--- src/rtl/arm_regfile_mp.sv ---
// Multi-port ARM register file: two write ports, same-cycle write-to-read bypass,
// an auto-incrementing PC in the top register, and a pending-load scoreboard with stall.
module arm_regfile_mp #(
  parameter int unsigned          DATA_W   = 32,
  parameter int unsigned          NUM_REGS = 16,
  parameter int unsigned          ADDR_W   = 4,
  parameter int unsigned          NUM_RD   = 3,
  parameter logic [DATA_W-1:0]    PC_RESET = '0,
  parameter int unsigned          PC_INC   = 4
) (
  input  logic                       clk,
  input  logic                       rst_n,
  input  logic [NUM_RD*ADDR_W-1:0]   i_rd_addr,
  input  logic [NUM_RD-1:0]          i_rd_use,
  output logic [NUM_RD*DATA_W-1:0]   o_rd_data,
  input  logic                       i_wa_en,
  input  logic [ADDR_W-1:0]          i_wa_addr,
  input  logic [DATA_W-1:0]          i_wa_data,
  input  logic                       i_wb_en,
  input  logic [ADDR_W-1:0]          i_wb_addr,
  input  logic [DATA_W-1:0]          i_wb_data,
  input  logic                       i_pc_en,
  output logic [DATA_W-1:0]          o_pc_out,
  input  logic                       i_ld_issue,
  input  logic [ADDR_W-1:0]          i_ld_addr,
  output logic [NUM_RD-1:0]          o_rd_busy,
  output logic                       o_stall
);

  localparam logic [ADDR_W:0]   LP_NREGS    = (ADDR_W+1)'(NUM_REGS);
  localparam logic [ADDR_W-1:0] LP_PC_IDX   = ADDR_W'(NUM_REGS - 1);
  localparam logic [DATA_W-1:0] LP_PC_STEP  = DATA_W'(PC_INC);
  localparam logic [DATA_W-1:0] LP_PC_AHEAD = DATA_W'(2 * PC_INC);

  logic [DATA_W-1:0]   r_gpr [NUM_REGS-1];
  logic [DATA_W-1:0]   r_pc;
  logic [NUM_REGS-1:0] r_pending;

  logic w_wa_pc;
  logic w_wb_pc;

  assign w_wa_pc = i_wa_en && (i_wa_addr == LP_PC_IDX);
  assign w_wb_pc = i_wb_en && (i_wb_addr == LP_PC_IDX);

  // Out-of-range write addresses never match a loop index, so they fall away naturally.
  // NOTE: the array is flop-based and must come out of reset cleared, so every entry
  // sits under the async reset; non-blocking assignments keep all updates in one edge.
  always_ff @(posedge clk or negedge rst_n) begin
    if (!rst_n) begin
      for (int i = 0; i < int'(NUM_REGS) - 1; i++) r_gpr[i] <= '0;
    end else begin
      for (int i = 0; i < int'(NUM_REGS) - 1; i++) begin
        if (i_wa_en && (i_wa_addr == ADDR_W'(i)))      r_gpr[i] <= i_wa_data;
        else if (i_wb_en && (i_wb_addr == ADDR_W'(i))) r_gpr[i] <= i_wb_data;
      end
    end
  end

  always_ff @(posedge clk or negedge rst_n) begin
    if (!rst_n)        r_pc <= PC_RESET;
    else if (w_wa_pc)  r_pc <= i_wa_data;
    else if (w_wb_pc)  r_pc <= i_wb_data;
    else if (i_pc_en)  r_pc <= r_pc + LP_PC_STEP;
  end

  // A new load to the register being retired keeps it pending (back-to-back loads).
  always_ff @(posedge clk or negedge rst_n) begin
    if (!rst_n) begin
      r_pending <= '0;
    end else begin
      for (int i = 0; i < int'(NUM_REGS); i++) begin
        if (i_ld_issue && (i_ld_addr == ADDR_W'(i)))    r_pending[i] <= 1'b1;
        else if (i_wb_en && (i_wb_addr == ADDR_W'(i)))  r_pending[i] <= 1'b0;
      end
    end
  end

  for (genvar p = 0; p < int'(NUM_RD); p++) begin : g_rd
    logic [ADDR_W-1:0] w_addr;
    logic              w_valid;
    logic              w_hit_a;
    logic              w_hit_b;
    logic [DATA_W-1:0] w_data;

    assign w_addr  = i_rd_addr[p*ADDR_W +: ADDR_W];
    assign w_valid = {1'b0, w_addr} < LP_NREGS;
    assign w_hit_a = i_wa_en && (i_wa_addr == w_addr);
    assign w_hit_b = i_wb_en && (i_wb_addr == w_addr);

    // The PC reads two instructions ahead, but a bypassed write returns the raw value.
    assign w_data = !w_valid               ? '0 :
                    w_hit_a                ? i_wa_data :
                    w_hit_b                ? i_wb_data :
                    (w_addr == LP_PC_IDX)  ? r_pc + LP_PC_AHEAD :
                                             r_gpr[w_addr];

    assign o_rd_data[p*DATA_W +: DATA_W] = w_data;
    assign o_rd_busy[p] = w_valid && r_pending[w_addr] && !w_hit_b;
  end

  assign o_pc_out = r_pc;
  assign o_stall  = |(o_rd_busy & i_rd_use);

endmodule

--- config.mk ---
export PLATFORM = sky130hd
export DESIGN_NAME = arm_regfile_mp
export DESIGN_NICKNAME = d
export VERILOG_FILES = /design/src/rtl/arm_regfile_mp.sv
export SDC_FILE = /design/constraint.sdc
export NUM_CORES = 2
export LEC_CHECK = 0
export BUFFER_PORTS_ARGS = -buffer_cell sky130_fd_sc_hd__buf_2
export CAP_MARGIN = 5
export CORE_MARGIN = 8
export CORE_UTILIZATION = 30
export DETAILED_ROUTE_END_ITERATION = 8
export PLACE_DENSITY_LB_ADDON = 0.12
export SLEW_MARGIN = 20
export SYNTH_ARGS = -nofsm -noshare
export SYNTH_HDL_FRONTEND = slang
export SYNTH_SLANG_ARGS = --single-unit
export TNS_END_PERCENT = 5
--- constraint.sdc ---
create_clock -name clk -period 2.4 [get_ports clk]
set_input_delay 0.12 -clock clk [delete_from_list [all_inputs] [get_ports clk]]
set_output_delay 0.12 -clock clk [all_outputs]
set_load 0.02 [all_outputs]
# Word-level counts from Yosys, hierarchy flattened
# Index checks and enable logic that the tools add are counted.
# op_classes
muxes	89
n_div	0
n_addsub	2
n_reduce_logical	96
multipliers	0
shift	0
n_lt_le_gt_ge	6
bitwise_logic	4
eq_ne	54
# op_table
operator	n
two-way mux 32 bit	48
binary-select mux 32 bit (select 4 bit)	3
== test 4 bit (second input constant)	27
nonzero test 2 bit	31
logical AND 1 bit	57
== test 4 x 3 -> 1 bit (second input constant)	12
two-way mux 1 bit	35
adder 32 x 3 -> 32 bit (second input constant)	1
adder 32 x 4 -> 32 bit (second input constant)	1
== test 4 x 2 -> 1 bit (second input constant)	6
== test 4 bit	6
>= comparator 5 bit (second input constant)	3
less-than comparator 4 x 5 -> 1 bit (second input constant)	3
NOT 4 -> 5 bit	3
binary-select mux 1 bit (select 4 bit)	3
== test 4 x 1 -> 1 bit (second input constant)	3
logical NOT 4 bit	3
AND 3 bit	1
logical NOT 1 bit	3
nonzero test 3 bit	1
OR reduction 3 bit	1
# totals
mem_bits_rw	0
regBits	528
mem_count	0
word_cells	283
latchBits	0
mem_bits_ro	0
inputBits	97

# Logic depth before layout (Yosys ltp)
# logic_depth
word_depth	7
ltp_mapped	10
ltp_nobuf	7

# Worst setup path before layout
# Ideal clock, no wire load.
# synth_timing
path_type	reg2out
start	register r_pc[4] (netlist: o_pc_out[4])
end	output o_rd_data[63]
slack_ns	-0.204
arrival_time_ns	2.484
n_path_buf	0
path_stages_with_launch	8
cell_sequence	dfrtp_1 ha_1 nand3_1 nor4_1 nand3_1 xnor2_1 a211oi_1 o21ai_0
# synth_between
elab_chain_cells	4
# synth_lines
item	line_no	rtl
from (decl)	36	logic [DATA_W-1:0] r_pc;
from (signal assigned)	61	else if (w_wa_pc) r_pc <= i_wa_data;
from (signal assigned)	62	else if (w_wb_pc) r_pc <= i_wb_data;
from (signal assigned)	63	else if (i_pc_en) r_pc <= r_pc + LP_PC_STEP;
adder 32 x 4 -> 32 bit	94	(w_addr == LP_PC_IDX) ? r_pc + LP_PC_AHEAD :
two-way mux 32 bit	94	
two-way mux 32 bit	93	w_hit_b ? i_wb_data :
two-way mux 32 bit	92	w_hit_a ? i_wa_data :
to (decl)	15	output logic [NUM_RD*DATA_W-1:0] o_rd_data,
# No other way between the ends.

# Worst setup path in the final report
# layout_timing
start	register r_pc[3] (netlist: o_pc_out[3])
end	output o_rd_data[67]
# The elaborated chain is that of the path after synthesis.

==> results.yml <==
outcome:
  outcome: "finished, violations left"
  failed_checks: "negative setup slack"
logic_synthesis:
  syn-num-nets: 4132
  ys.flop_type: "dfrtp_1"
  yosysSeqAreaShare: 0.3296
  avgSynthCellArea_um2: 9.941
  syn_inst: 4033
  synth_edf_count: 0
  ys_async_sr_fraction: 1.000
  yosysUniqueCellTypes: 74
  synth-seq-cells: 528
  synth_area_mm2: 0.04009
  ys_warn_count: 0
routing:
  first_pass_iters: 7
  wl_per_cell_um: 33.49
  ant_nets: 0
  viasPerCell: 5.915
  drt_first_iter_violations: 4193
  drc: 0
  wirelength_um: 209600
  vias: 37013
global_routing:
  antenna_found_initial: 12
  grt_max_degree: 87
  grt.overflow.total: 0
  grt_first_pass_wirelength_um: 294700
  grt_pass1_vias: 36362
  grtUsageTotal: 0.2783
timing:
  fmax_mhz: 312.8
  drv_slew: 0
  setup_violations: 97
  setup_slack_ns: -0.7967
  tns_ns: -42.15
  post-route-min-period_ns: 3.197
  finalHoldViolCount: 0
  rsz0062_at_grt: "yes"
  finalClockSkew_ns: 0.02255
  worst_pin_slew_ns: 1.002
  slew-limit-headroom: 0.3283
  fin_crit_sh: 1.332
pwr:
  power_frac_seq: 0.342
  switchingPower_mw: 14.94
  ir_drop_mv: 0.5284
  p_comb_frac: 0.383
  leakage_nw: 21.16
  swShare: 0.3697
  clockPowerShare: 0.275
  powerDensity_mw_per_mm2: 787.6
  p_int_mw: 25.48
clock_tree:
  clock_tree.root_cell: "clkbuf_16"
  clockBufferDepth: 3
  cts-buffers-inserted: 71
  clk_latency_ns: 0.69
  clock-sinks: 528
  htreeDepth: 3
  cts_tree: "yes"
  path_clk_slew_ns: 0.06
critical_path:
  critical_path.startpoint_type: "flip-flop"
  crit_type: "reg2out"
  arrival_ns: 3.08
  end_kind: "output port"
  r2r_start: "o_pc_out[11]$_DFFE_PN0P_"
  cp_max_fo: 3
  timing.critical_path.buf_inv: 5
  slowest_delay_ns: 0.59
  cp_top_family: "multiplexers"
  startpoint: "o_pc_out[3]$_DFFE_PN0P_"
  cp_cell_sequence: "buf_6 -> inv_4 -> mux4_2 -> mux4_2 -> a222oi_1 -> buf_4 -> inv_2 -> buf_6"
  cp_slowest_cell: "a222oi_1"
  worst_ep_required_time_ns: 2.28
floorplan:
  rows: 134
  die_w_um: 381.6
  dieArea_mm2: 0.1456
  io_pins: 229
  coreArea_mm2: 0.1331
  start_util: 0.3012
  dieHeight_um: 381.6
cells_and_area:
  final_nets: 4536
  drive_gt1_frac: 0.3092
  fin_util: 0.3855
  fill_cells: 13237
  area_growth_pct: 28.01
worst_hold_path:
  min_from: "i_pc_en"
  hold_class: "in2reg"
run:
  cap_violations: 0
placement:
  dp.final_hpwl_um: 141400
  gp_congestion: 0.9102
  io_buffers: 228
==> cells by family after synthesis <==
family / after synthesis / synth area share
AO/OA/AOI/OAI: 953 / 0.1378
XOR/XNOR: 78 / 0.01704
adder cells (fa/ha/maj): 2 / 0.0006241
buffers and inverters: 509 / 0.05705
flip-flops: 528 / 0.3296
multiplexers: 986 / 0.3526
AND/OR/NAND/NOR: 977 / 0.1053
==> repair_timing <==
| item | in CTS | in global routing |
|---|---|---|
| pin swaps | 37 | 22 |
| gates resized for setup | 190 | 67 |
| setup endpoints to repair | 99 | 100 |
| hold buffers | 105 | 0 |
| endpoints found under the hold margin | 956 | 0 |
| buffers inserted | 10 | 2 |
==> metrics by stage <==
stage               worst slack, ns  total power, mW  instance area (um^2)  cells  hold slack (ns)
detailed placement          -0.2626            28.04                 46780   6017          0.04602
global route                -0.8794            42.23                 51310   6254           0.1202
CTS                         -0.8449            40.20                 50990   6252          0.05135
floorplan                  -0.07924            22.05                 40100   4033          -0.1756
global placement            -0.3067            27.90                 46780   6017          0.05122
finish                      -0.7967            40.42                 51320   6258           0.1092
==> state kept, by name, indices dropped and copies added (netlist names) <==
register,flops
r_gpr,480
r_pending,16
o_pc_out,32
==> synth_stat cells (8+ instances only) <==
cell type	instances	area share
mux2i_1	617	0.15
dfrtp_1	528	0.33
nor2_1	436	0.041
a21oi_1	351	0.044
nand2_1	343	0.032
mux4_2	338	0.19
o21ai_0	313	0.039
clkbuf_1	281	0.026
buf_2	129	0.016
o22ai_1	75	0.012
a211oi_1	46	0.0086
xor2_1	40	0.0087
xnor2_1	38	0.0083
buf_1	35	0.0033
nor3_1	33	0.0041
nand3_1	32	0.0040
buf_4	31	0.0058
mux2_2	31	0.0087
a22oi_1	28	0.0052
nand2b_1	25	0.0039
o211ai_1	25	0.0047
a221o_1	22	0.0055
nor2b_1	22	0.0034
nand4_1	21	0.0033
a31oi_1	19	0.0030
inv_1	19	0.0018
buf_6	13	0.0037
nand3b_1	8	0.0015
or2_2	8	0.0012
==> layout make-up <==
cell class	instances	area, um^2	area share
Clock inverter	21	257.7	0.005022
Clock buffer	101	2064	0.04023
Multi-Input combinational cell	2996	25690	0.5006
Tap cell	1768	2212	0.04310
Sequential cell	528	13230	0.2577
Inverter	19	73.82	0.001438
Timing Repair Buffer	821	7785	0.1517
Antenna cell	4	10.01	0.0001950
==> placed cells by master, fill, tap and decap left out, types with 21 or more instances in the layout <==
master         Yosys  routed
mux2i_1          617     617
dfrtp_1          528     518
nor2_1           436     412
buf_4             31     388
a21oi_1          351     341
mux4_2           338     338
nand2_1          343     327
o21ai_0          313     297
buf_2            129     164
buf_12             0     129
dlygate4sd3_1      0     104
clkbuf_16          0      75
o22ai_1           75      68
a211oi_1          46      33
xor2_1            40      32
buf_6             13      29
a22oi_1           28      28
xnor2_1           38      27
mux2_2            31      27
o211ai_1          25      25
a221o_1           22      22
nand4_1           21      21
==> power groups by stage <==
| stage | logic (mW) | registers [mW] | clock network [mW] |
|---|---|---|---|
| finish | 15.5 | 13.8 | 11.1 |
| global route | 16.5 | 14.1 | 11.6 |
| CTS | 15.2 | 13.7 | 11.3 |
| detailed placement | 14.3 | 13.8 | 0 |
| global placement | 14.2 | 13.7 | 0 |
| floorplan | 8.94 | 13.1 | 0 |
==> worst min-delay path, stage by stage <==
cell and delay [ns]:
buf_2 0.27, nand2_1 0.17, o31a_1 0.11, o2bb2ai_1 0.05
==> metal layers <==
metal / share of wire / global-route usage
met3: 0.087 / 0.06352
met4: 0.035 / 0.09332
met5: 0.000062 / 0
met1: 0.43 / 0.3857
met2: 0.45 / 0.4284
==> worst paths after layout <==
kind / endpoint / slack (ns) / cells after the start
max: o_rd_data[67] / -0.80 / 8
min in group asynchronous: r_pending[1]$_DFFE_PN0P_ / 0.13 / 3
min: o_pc_out[21]$_DFFE_PN0P_ / 0.11 / 4
min reg2reg: r_pending[15]$_DFFE_PN0P_ / 0.54 / 2
max in group asynchronous: r_gpr[401]$_DFFE_PN0P_ / 1.65 / 4
max reg2reg: o_pc_out[17]$_DFFE_PN0P_ / 0.04 / 10
(Power assumes the default switching activity.)
